$ cat src/rtl/priority_decoder_2_pkg.sv
// Shared definitions for the priority_decoder_2 slice.
//   SEL_W_DEF / IDX_W_DEF : default select width and index width
//   idx_t                 : index type at the default width
//   msb_t                 : {index, any-set} result pair
//   msb_index()           : reference highest-set-bit scan at the default width
package priority_decoder_pkg;

  localparam int unsigned SEL_W_DEF = 4;
  localparam int unsigned IDX_W_DEF = 3;

  typedef logic [IDX_W_DEF-1:0] idx_t;

  typedef struct packed {
    idx_t idx;
    logic any;
  } msb_t;

  function automatic msb_t msb_index(input logic [SEL_W_DEF-1:0] select);
    msb_t r;
    r = '0;
    for (int unsigned i = SEL_W_DEF; i > 0; i--) begin
      if (!r.any && select[i-1]) begin
        r.idx = idx_t'(i - 1);
        r.any = 1'b1;
      end
    end
    return r;
  endfunction

endpackage

$ cat src/rtl/priority_decoder_2_if.sv
// Bus bundle between a select source and the priority decoder.
//   select     : request bits (source -> decoder)
//   high_bit   : combinational index of highest set bit
//   any_set    : combinational select != 0
//   high_bit_q : registered high_bit
//   valid_q    : registered any_set
//   changed_q  : one-cycle pulse when {high_bit_q, valid_q} changes
// master = select source / consumer side, slave = decoder side.
interface priority_decoder_2_if
  import priority_decoder_pkg::*;
#(
  parameter int unsigned SEL_W = SEL_W_DEF,
  parameter int unsigned IDX_W = IDX_W_DEF
);
  logic [SEL_W-1:0] select;
  logic [IDX_W-1:0] high_bit;
  logic             any_set;
  logic [IDX_W-1:0] high_bit_q;
  logic             valid_q;
  logic             changed_q;

  modport master (
    output select,
    input  high_bit, any_set, high_bit_q, valid_q, changed_q
  );

  modport slave (
    input  select,
    output high_bit, any_set, high_bit_q, valid_q, changed_q
  );
endinterface

$ cat src/rtl/priority_decoder_2_msb_encoder.sv
// Combinational highest-set-bit scan.
//   select   : request bits
//   high_bit : index of the most-significant set bit (0 when none set)
//   any_set  : 1 when select != 0
module msb_encoder
  import priority_decoder_pkg::*;
#(
  parameter int unsigned SEL_W = SEL_W_DEF,
  parameter int unsigned IDX_W = IDX_W_DEF
) (
  input  logic [SEL_W-1:0] select,
  output logic [IDX_W-1:0] high_bit,
  output logic             any_set
);

  // Scan MSB down to LSB; the first hit latches via any_set so lower bits
  // cannot override it.
  always_comb begin
    high_bit = '0;
    any_set  = 1'b0;
    for (int unsigned i = SEL_W; i > 0; i--) begin
      if (!any_set && select[i-1]) begin
        high_bit = IDX_W'(i - 1);
        any_set  = 1'b1;
      end
    end
  end

endmodule

$ cat src/rtl/priority_decoder_2.sv
// Highest-set-bit priority decoder with a registered shadow copy.
//   clk  : rising-edge clock for registered outputs
//   rstN : asynchronous active-low reset, clears registered outputs
//   bus  : slave side of priority_decoder_2_if (select in; high_bit,
//          any_set, high_bit_q, valid_q, changed_q out)
module priority_decoder_2
  import priority_decoder_pkg::*;
#(
  parameter int unsigned SEL_W = SEL_W_DEF,
  parameter int unsigned IDX_W = IDX_W_DEF
) (
  input  logic                clk,
  input  logic                rstN,
  priority_decoder_2_if.slave bus
);

  logic [IDX_W-1:0] high_bit;
  logic             any_set;
  logic [IDX_W-1:0] high_bit_q;
  logic             valid_q;
  logic             changed_q;

  msb_encoder #(
    .SEL_W (SEL_W),
    .IDX_W (IDX_W)
  ) u_msb_encoder (
    .select   (bus.select),
    .high_bit (high_bit),
    .any_set  (any_set)
  );

  // changed_q compares the value being captured against the one already
  // held, so it rises together with the new registered value. The reset
  // value 0/0 acts as the "previous" capture for the first edge.
  always_ff @(posedge clk or negedge rstN) begin
    if (!rstN) begin
      high_bit_q <= '0;
      valid_q    <= 1'b0;
      changed_q  <= 1'b0;
    end else begin
      high_bit_q <= high_bit;
      valid_q    <= any_set;
      changed_q  <= ({high_bit, any_set} != {high_bit_q, valid_q});
    end
  end

  assign bus.high_bit   = high_bit;
  assign bus.any_set    = any_set;
  assign bus.high_bit_q = high_bit_q;
  assign bus.valid_q    = valid_q;
  assign bus.changed_q  = changed_q;

endmodule

$ cat src/flat_wrapper.sv
// flat-port wrapper written by rule: the top's interface ports become plain ports
module priority_decoder_2_flat import priority_decoder_pkg::*;
#(
  parameter int unsigned SEL_W = SEL_W_DEF,
  parameter int unsigned IDX_W = IDX_W_DEF
)
  (clk, rstN, bus_select, bus_high_bit, bus_any_set, bus_high_bit_q, bus_valid_q, bus_changed_q);
  priority_decoder_2_if #(.SEL_W(SEL_W), .IDX_W(IDX_W)) bus_i ();
  input  logic clk;
  input  logic rstN;
  input wire logic [$bits(bus_i.select)-1:0] bus_select;
  output wire logic [$bits(bus_i.high_bit)-1:0] bus_high_bit;
  output wire logic [$bits(bus_i.any_set)-1:0] bus_any_set;
  output wire logic [$bits(bus_i.high_bit_q)-1:0] bus_high_bit_q;
  output wire logic [$bits(bus_i.valid_q)-1:0] bus_valid_q;
  output wire logic [$bits(bus_i.changed_q)-1:0] bus_changed_q;
  assign bus_i.select = bus_select;
  assign bus_high_bit = bus_i.high_bit;
  assign bus_any_set = bus_i.any_set;
  assign bus_high_bit_q = bus_i.high_bit_q;
  assign bus_valid_q = bus_i.valid_q;
  assign bus_changed_q = bus_i.changed_q;
  priority_decoder_2 #(.SEL_W(SEL_W), .IDX_W(IDX_W)) u_core (.clk(clk), .rstN(rstN), .bus(bus_i));
endmodule
$ cat config.mk
export PLATFORM = sky130hd
export DESIGN_NAME = priority_decoder_2_flat
export DESIGN_NICKNAME = d
export VERILOG_FILES = /design/src/rtl/priority_decoder_2_pkg.sv /design/src/rtl/priority_decoder_2_if.sv /design/src/rtl/priority_decoder_2_msb_encoder.sv /design/src/rtl/priority_decoder_2.sv /design/src/flat_wrapper.sv
export SDC_FILE = /design/constraint.sdc
export NUM_CORES = 1
export LEC_CHECK = 0
export ABC_AREA = 1
export CELL_PAD_IN_SITES_DETAIL_PLACEMENT = 0
export CELL_PAD_IN_SITES_GLOBAL_PLACEMENT = 1
export CORE_AREA = 5 5 42 44
export DETAILED_ROUTE_END_ITERATION = 6
export DIE_AREA = 0 0 47 49
export DONT_BUFFER_PORTS = 1
export PLACE_DENSITY_LB_ADDON = 0.1
export SLEW_MARGIN = 5
export SYNTH_ARGS = -nofsm -noshare
export SYNTH_HDL_FRONTEND = slang
export SYNTH_HIERARCHICAL = 1
export SYNTH_SLANG_ARGS = --single-unit
$ cat constraint.sdc
create_clock -name clk -period 1.61 [get_ports clk]
set_input_delay 0.322 -clock clk [delete_from_list [all_inputs] [get_ports clk]]
set_output_delay 0.322 -clock clk [all_outputs]
set_load 0.01 [all_outputs]
==> results.yml, run 1 <==
critical_path:
  rr_startpoint: "u_core/bus.valid_q"
  cp-startpoint: "u_core/bus.high_bit_q[2]"
  path_depth: 0
  critPathArrivalTime_ns: 0.66
  end_kind: "output port"
  crit_type: "reg -> out"
  crit_fanout: 3
  critical_path_required_ns: 1.29
  reg2reg_depth: 5
  cp-endpoint: "bus_high_bit_q[2]"
  setup.worst_path.start_class: "register"
  r2r_end: "u_core/bus.changed_q"
  rrSetupSlack_ns: 0.79
floorplanning:
  rows: 14
  die-area_um2: 2300
  start_util_pct: 18.2
  core-area_um2: 1400
  die_h_um: 49
  num_io_pins: 15
  die_x_um: 47
synthesis:
  async_flop_share_pct: 100
  synthesis.area_um2: 255
  synth_fa_ha_area_share_pct: 0
  avgSynthCellArea_um2: 6.72
  seq_area_frac_synth_pct: 49.0
  synth_cells: 38
  synthTopCellsByArea: "dfrtp_1 49%, nand2_1 24%, inv_1 16%"
  synth.distinct_cells: 7
  yosysTopAreaCell: "dfrtp_1"
  ys_seq_elements: 5
  synth_common_cells: "16 x nand2_1, 11 x inv_1, 5 x dfrtp_1"
  synth_top_cell_area_share_pct: 49.0
  synth_most_common_cell: "nand2_1"
  ys_warn_count: 6
  synth_mux_area_share_pct: 0
  synth-compound-area-share_pct: 0
  synth_fp_nets: 44
  synth_flop_cell: "dfrtp_1"
  synth_edf_count: 0
  synth_top_family_by_area: "simple AND/OR/NAND/NOR gates"
  synth-simple-area-share_pct: 30.4
  synth-xor-area-share_pct: 0
sta:
  timing.final.crit_share_pct: 61.1
  rsz0062_at_grt: "no"
  fin_skew_ns: 0.00329
  fmax_mhz: 1020
  maxSlewViolCount: 0
  final.setup.tns_ns: 0
  setup_violations: 0
  hold_violations: 0
  period_minus_slack_ns: 0.984
  fin_hold_ws_ns: 0.302
detailed_routing:
  drt-initial-drc-count: 4
  drcViolationCount: 0
  ant_nets: 0
  totalWireLength_um: 538
  vias_per_cell: 3.47
  first_pass_iters: 4
  wl_per_cell_um: 9.28
  via_count: 201
global_route:
  grt_max_degree: 6
  globalRoute.totalOverflow: 0
  grt_pass1_wl_um: 862
  track_usage_pct: 5.72
  antenna_found_initial: 0
  grt_pass1_vias: 200
pwr:
  p_comb_share_pct: 9.5
  p_leak_nw: 0.192
  p_seq_share_pct: 44.9
  switchingPower_mw: 0.0798
  clkPwrFrac_pct: 45.6
  switching_share_pct: 25.2
  ir_drop_mv: 0.450
  power.density_nw_per_um2: 1040
  internal_power_mw: 0.237
run:
  drv_cap: 0
hold_path:
  hp-start: "bus_select[2]"
  holdCritPathClass: "in -> reg"
clock_tree:
  clockRootBuffer: "clkbuf_4"
  cts_tree: "yes"
  clockBufferDepth: 2
  clock-sinks: 5
  htreeDepth: 1
  worstSkewPairLatency_ns: 0.24
  cts_buffers: 3
  clk_pin_slew_ns: 0.04
placement:
  post-dp-hpwl_um: 456
  gp_congestion: 0.625
  portBuffers: 0
layout:
  fin_nets: 49
  fillers: 168
  num_antenna_cells: 0
  layout-drive-gt1-share_pct: 9.52
  area.growth.synth_to_final_pct: 19.1
run_status:
  outcome: "finished, final reports clean"
## metrics by stage
stage	utilization, %	area [µm²]	total power [mW]	std cells	worst slack (ns)
6_report	21.7	304	0.317	58	0.626
5_1_grt	21.7	304	0.342	58	0.595
4_1_cts	21.7	304	0.330	58	0.606
3_5_place_dp	19.1	268	0.171	53	0.600
3_3_place_gp	19.1	268	0.171	53	0.607
2_1_floorplan	-	255	0.167	38	0.687
## layout make-up
class / count / area [µm²] / share of cell area, %
well taps: 16 / 20.0 / 6.58
inverters: 11 / 41.3 / 13.6
repair buffers: 1 / 10.0 / 3.29
clock buffers: 4 / 26.3 / 8.64
flip-flops and latches: 5 / 125 / 41.2
multi-input cells: 21 / 81.3 / 26.7
## power by group through the flow
stage | Clock [mW] | Sequential [mW] | Combinational, mW
6_report | 0.145 | 0.142 | 0.0301
5_1_grt | 0.162 | 0.143 | 0.0366
4_1_cts | 0.157 | 0.143 | 0.0310
3_5_place_dp | 0 | 0.145 | 0.0264
3_3_place_gp | 0 | 0.144 | 0.0263
2_1_floorplan | 0 | 0.143 | 0.0246
## routing by layer
metal  vias up  GRT usage, %  wire (µm)
met1        83          5.11        196
met5         -             0          0
met3         0          7.38         91
li1        108             -          -
met2        10          7.24        250
met4         0          2.76          0
## timing repair
item,in CTS,in global routing
buffers inserted,0,0
hold buffers,1,0
resized for setup,0,0
hold endpoints to repair,5,0
## placed cells by master (no fill, tap or decap)
master         netlist  final
inv_1               11     11
nand2_1             16     16
clkbuf_1             0      1
dlygate4sd3_1        0      1
nor2_2               1      1
conb_1               1      1
dfrtp_1              5      5
clkbuf_4             0      3
nor2_1               3      3
## sequential cells by signal, indices dropped and copies added, names as in the netlist
name                   cells
u_core/bus.valid_q         1
u_core/bus.changed_q       1
u_core/bus.high_bit_q      3
## cells by family after synthesis
logic type | count (synthesis)
simple gates | 20
buf+inv | 12
flops | 5
other cells | 1
## worst min-delay path by stage
| stage | to | cells past startpoint |
|---|---|---|
| 3_3_place_gp | u_core/bus.high_bit_q[2] | 0 |
| 2_1_floorplan | u_core/bus.changed_q | 0 |
| 6_report | u_core/bus.high_bit_q[1] | 2 |
| 3_5_place_dp | u_core/bus.high_bit_q[2] | 0 |
| 5_1_grt | u_core/bus.high_bit_q[1] | 2 |
| 4_1_cts | u_core/bus.high_bit_q[1] | 2 |
Power figures use the tool's default switching activity.
==> run 2: changes to the inputs <==
- clock period: 1.61 -> 1 ns (I/O delays scaled with it)
==> results.yml, run 2 (same netlist as run 1, synthesis figures left out) <==
critical_path:
  critical_path_required_ns: 0.80
  crit_fanout: 3
  end_kind: "output port"
  critPathArrivalTime_ns: 0.65
  crit_type: "reg -> out"
  setup.worst_path.start_class: "register"
detailed_routing:
  drcViolationCount: 0
  via_count: 216
  wl_met2_um: 245
  ant_nets: 0
  drt-initial-drc-count: 6
  first_pass_iters: 4
  wl_per_cell_um: 8.62
  vias_per_cell: 3.54
  top_layer_used: "met3"
  totalWireLength_um: 526
  met1_length_um: 199
  dr_wl_met3_um: 81
floorplanning:
  core-area_um2: 1400
  die-area_um2: 2300
  rows: 14
  num_io_pins: 15
  die_h_um: 49
  start_util_pct: 18.2
  die_x_um: 47
placement:
  portBuffers: 0
  gp_congestion: 0.638
  placedCellCount: 56
  post-dp-hpwl_um: 457
  dpl_cell_area_um2: 290
clock_tree:
  clock-sinks: 5
  clockBufferDepth: 2
  cts_tree: "yes"
  htreeDepth: 1
  cts_buffers: 3
  clockRootBuffer: "clkbuf_4"
  clk_pin_slew_ns: 0.04
  worstSkewPairLatency_ns: 0.23
  cts_setup_buffers: 0
  post_cts_resized: 0
  holdBufCountCts: 1
pwr:
  power.density_nw_per_um2: 1560
  ir_drop_mv: 0.807
  p_leak_nw: 0.205
sta:
  period_minus_slack_ns: 0.853
  setup_violations: 0
  fmax_mhz: 1170
  final.setup.tns_ns: 0
  maxSlewViolCount: 0
  timing.final.crit_share_pct: 85.3
  rsz0062_at_grt: "no"
  hold_violations: 0
  fin_skew_ns: 0.000404
global_route:
  grt_pass1_vias: 196
  grt_pass1_wl_um: 807
  globalRoute.totalOverflow: 0
  track_usage_pct: 5.36
  antenna_found_initial: 0
  grt_max_degree: 6
layout:
  fin_cells: 61
  num_antenna_cells: 0
  largestRegisters: "u_core/bus.high_bit_q x3, u_core/bus.changed_q x1, u_core/bus.valid_q x1"
  layout-drive-gt1-share_pct: 15.6
  area.growth.synth_to_final_pct: 27.9
  largest_reg_flops: 3
  final_cell_mix: "16 x nand2_1, 11 x inv_1, 5 x dfrtp_1"
  final_common_cell: "nand2_1"
  design_area_um2: 327
  fillers: 166
  fin_nets: 52
  largest_register: "u_core/bus.high_bit_q"
run_status:
  outcome: "finished, final reports clean"
hold_path:
  holdCritPathClass: "in -> reg"
run:
  drv_cap: 0
run 2: cell types whose count changed in the layout (fill, tap and decap cells not counted):
cell   delta
buf_4     +3
run 2: layer usage:
layer	vias to the layer above	track usage (%)
met5	-	0
met4	0	1.38
met3	0	7.01
met2	12	7.24
met1	89	4.87
li1	115	-
run 2: final cells by class:
| cell class | instances | area (µm²) | share of cell area (%) |
|---|---|---|---|
| sequential | 5 | 125 | 38.3 |
| timing repair buffer | 4 | 32.5 | 9.96 |
| multi-input combinational | 21 | 81.3 | 24.9 |
| tap | 16 | 20.0 | 6.13 |
| clock buffer | 4 | 26.3 | 8.05 |
| inverter | 11 | 41.3 | 12.6 |
run 2: through the flow:
step                      util, %  hold slack, ns  power, mW  setup WS (ns)
after floorplan                 -         -0.0956      0.269          0.199
after global placement       20.7         -0.0954      0.282          0.158
after detailed placement     20.7         -0.0954      0.283          0.153
after CTS                    23.3           0.138      0.526          0.133
after global routing         23.3           0.158      0.554         0.0173
final                        23.3           0.142      0.510          0.147
run 2: final timing paths:
check	start	endpoint	slack, ns	cells past startpoint
max	u_core/bus.high_bit_q[2]	bus_high_bit_q[2]	0.15	0
min	bus_select[2]	u_core/bus.valid_q	0.14	2
max reg2reg	u_core/bus.valid_q	u_core/bus.changed_q	0.18	5
min reg2reg	u_core/bus.high_bit_q[1]	u_core/bus.changed_q	0.64	4
max in group asynchronous	rstN	u_core/bus.valid_q	0.52	1
min in group asynchronous	rstN	u_core/bus.changed_q	0.27	1
run 2: report_power, final:
group / switching [mW] / internal (mW) / leakage, nW / total (mW)
clock: 0.0744 / 0.150 / 0.0150 / 0.225
combinational: 0.0340 / 0.0231 / 0.138 / 0.0571
sequential: 0.0138 / 0.215 / 0.0520 / 0.229
total: 0.122 / 0.388 / 0.205 / 0.510
==> run 3: changes to the inputs <==
- ABC_AREA: 1 -> default
- SYNTH_HIERARCHICAL: 1 -> default
==> results.yml, run 3 <==
detailed_routing:
  drcViolationCount: 0
  drt-initial-drc-count: 1
  ant_nets: 0
  wl_per_cell_um: 12.8
  vias_per_cell: 3.98
  totalWireLength_um: 563
  first_pass_iters: 3
  via_count: 175
floorplanning:
  die-area_um2: 2300
  die_x_um: 47
  core-area_um2: 1400
  num_io_pins: 15
  die_h_um: 49
  rows: 14
  start_util_pct: 13.9
critical_path:
  crit_fanout: 3
  crit_slowest_cell: "dfrtp_1"
  crit_chain: "xor2_1 > o31ai_1 > a21oi_1"
  r2r_end: "u_core.bus.changed_q"
  reg2reg_depth: 3
  setup.worst_path.start_class: "register"
  critical_path_required_ns: 1.10
  end_kind: "register"
  slowest_delay_ns: 0.40
  crit_type: "reg -> reg"
  rrSetupSlack_ns: 0.004
  critPathArrivalTime_ns: 1.10
  rr_startpoint: "u_core.bus.valid_q"
synthesis:
  seq_area_frac_synth_pct: 51.3
  yosysTopAreaCell: "dfrtp_1"
  ys_seq_elements: 4
  async_flop_share_pct: 100
  synth_edf_count: 0
  avgSynthCellArea_um2: 10.3
  synth_flop_cell: "dfrtp_1"
  synth.distinct_cells: 15
  synthesis.area_um2: 195
  synth_cells: 19
  synth_common_cells: "4 x dfrtp_1, 2 x buf_4"
  synth_most_common_cell: "dfrtp_1"
  ys_warn_count: 0
  synthTopCellsByArea: "dfrtp_1 51%, buf_4 7.7%, nand4b_1 4.5%"
  synth_top_cell_area_share_pct: 51.3
global_route:
  grt_pass1_vias: 216
  track_usage_pct: 5.94
  globalRoute.totalOverflow: 0
  grt_max_degree: 6
  antenna_found_initial: 0
  grt_pass1_wl_um: 897
clock_tree:
  clk_pin_slew_ns: 0.04
  clockBufferDepth: 2
  clock-sinks: 4
  cts_buffers: 3
  clockRootBuffer: "clkbuf_4"
  cts_tree: "yes"
  worstSkewPairLatency_ns: 0.23
  htreeDepth: 1
sta:
  fmax_mhz: 1000
  maxSlewViolCount: 0
  fin_hold_ws_ns: 0.128
  fin_skew_ns: 0.00389
  setup_violations: 0
  hold_violations: 0
  timing.final.crit_share_pct: 99.6
  rsz0062_at_grt: "yes"
  period_minus_slack_ns: 0.996
layout:
  final_util_pct: 20.8
  largest_register: "u_core.bus.high_bit_q"
  num_antenna_cells: 0
  area.growth.synth_to_final_pct: 49.4
  fin_nets: 36
  largest_reg_flops: 2
  fin_cells: 44
  final_common_cell: "buf_4"
  largestRegisters: "u_core.bus.high_bit_q x2, u_core.bus.changed_q x1, u_core.bus.valid_q x1"
  final_cell_mix: "5 x buf_4, 3 x clkbuf_4, 3 x dfrtp_1"
  layout-drive-gt1-share_pct: 42.9
  fillers: 163
  design_area_um2: 292
pwr:
  p_seq_share_pct: 42.1
  switchingPower_mw: 0.0964
  switching_share_pct: 22.2
  clkPwrFrac_pct: 44.1
  internal_power_mw: 0.337
  power.density_nw_per_um2: 1490
  p_comb_share_pct: 13.8
  ir_drop_mv: 0.932
  p_leak_nw: 0.124
run_status:
  outcome: "finished, final reports clean"
hold_path:
  hp-start: "bus_select[1]"
  holdCritPathClass: "in -> reg"
  holdPathStages: 1
  min_to: "u_core.bus.valid_q"
placement:
  placedCellCount: 39
  dpl_cell_area_um2: 246
  gp_congestion: 0.593
  portBuffers: 0
run:
  drv_cap: 0
-- run 3: power groups by stage --
| stage | sequential, mW | clock (mW) | combinational, mW |
|---|---|---|---|
| after CTS | 0.182 | 0.204 | 0.0613 |
| after floorplan | 0.186 | 0 | 0.0332 |
| after detailed placement | 0.185 | 0 | 0.0493 |
| after global placement | 0.185 | 0 | 0.0492 |
| final | 0.183 | 0.191 | 0.0599 |
| after global routing | 0.184 | 0.216 | 0.0671 |
-- run 3: cell families after synthesis --
logic type      Yosys count  synth area share [%]
compound gates            4                  12.8
xor+xnor                  1                  4.49
other cells               1                  1.92
buf+inv                   3                  9.61
simple gates              6                  19.9
flops                     4                  51.3
-- run 3: area by class of cell --
cell class / instances / area, µm² / share of cell area [%]
multi-input combinational: 13 / 85.1 / 29.2
tap: 16 / 20.0 / 6.87
sequential: 4 / 101 / 34.8
clock buffer: 3 / 22.5 / 7.73
timing repair buffer: 7 / 58.8 / 20.2
inverter: 1 / 3.75 / 1.29
-- run 3: worst max-delay path by stage --
stage                             startpoint              endpoint  cells after the start
after global placement    u_core.bus.valid_q  u_core.bus.changed_q                      3
after floorplan                bus_select[2]           bus_any_set                      2
after CTS                 u_core.bus.valid_q  u_core.bus.changed_q                      3
after detailed placement  u_core.bus.valid_q  u_core.bus.changed_q                      3
final                     u_core.bus.valid_q  u_core.bus.changed_q                      3
after global routing      u_core.bus.valid_q  u_core.bus.changed_q                      3
-- run 3: what timing repair did --
| item | in CTS | in global routing |
|---|---|---|
| setup endpoints to repair | 4 | 3 |
| resized for setup | 1 | 1 |
| setup buffers | 1 | 0 |
| gates cloned | 0 | 0 |
| hold endpoints to repair | 4 | 0 |
| hold buffers | 1 | 0 |
-- run 3: stage by stage --
| stage | worst slack [ns] | setup TNS [ns] | power (mW) |
|---|---|---|---|
| floorplan | -0.00487 | -0.00487 | 0.219 |
| global placement | -0.00625 | -0.00625 | 0.234 |
| detailed placement | -0.0114 | -0.0114 | 0.235 |
| CTS | -0.0133 | -0.0197 | 0.447 |
| global route | -0.0735 | -0.117 | 0.467 |
| finish | 0.00428 | 0 | 0.434 |
-- run 3: critical path: cells and delay by family, from the launching register on --
kind            cells  cell delay, ns
flops               1            0.40
compound gates      2            0.32
xor+xnor            1            0.15
-- run 3: per-layer routing --
metal,GRT usage [%],part of all wire [%],vias to the layer above
met4,2.76,0,0
met3,6.64,17,0
met2,8.14,50,13
met1,5.35,34,81
li1,-,-,81
met5,0,0,-
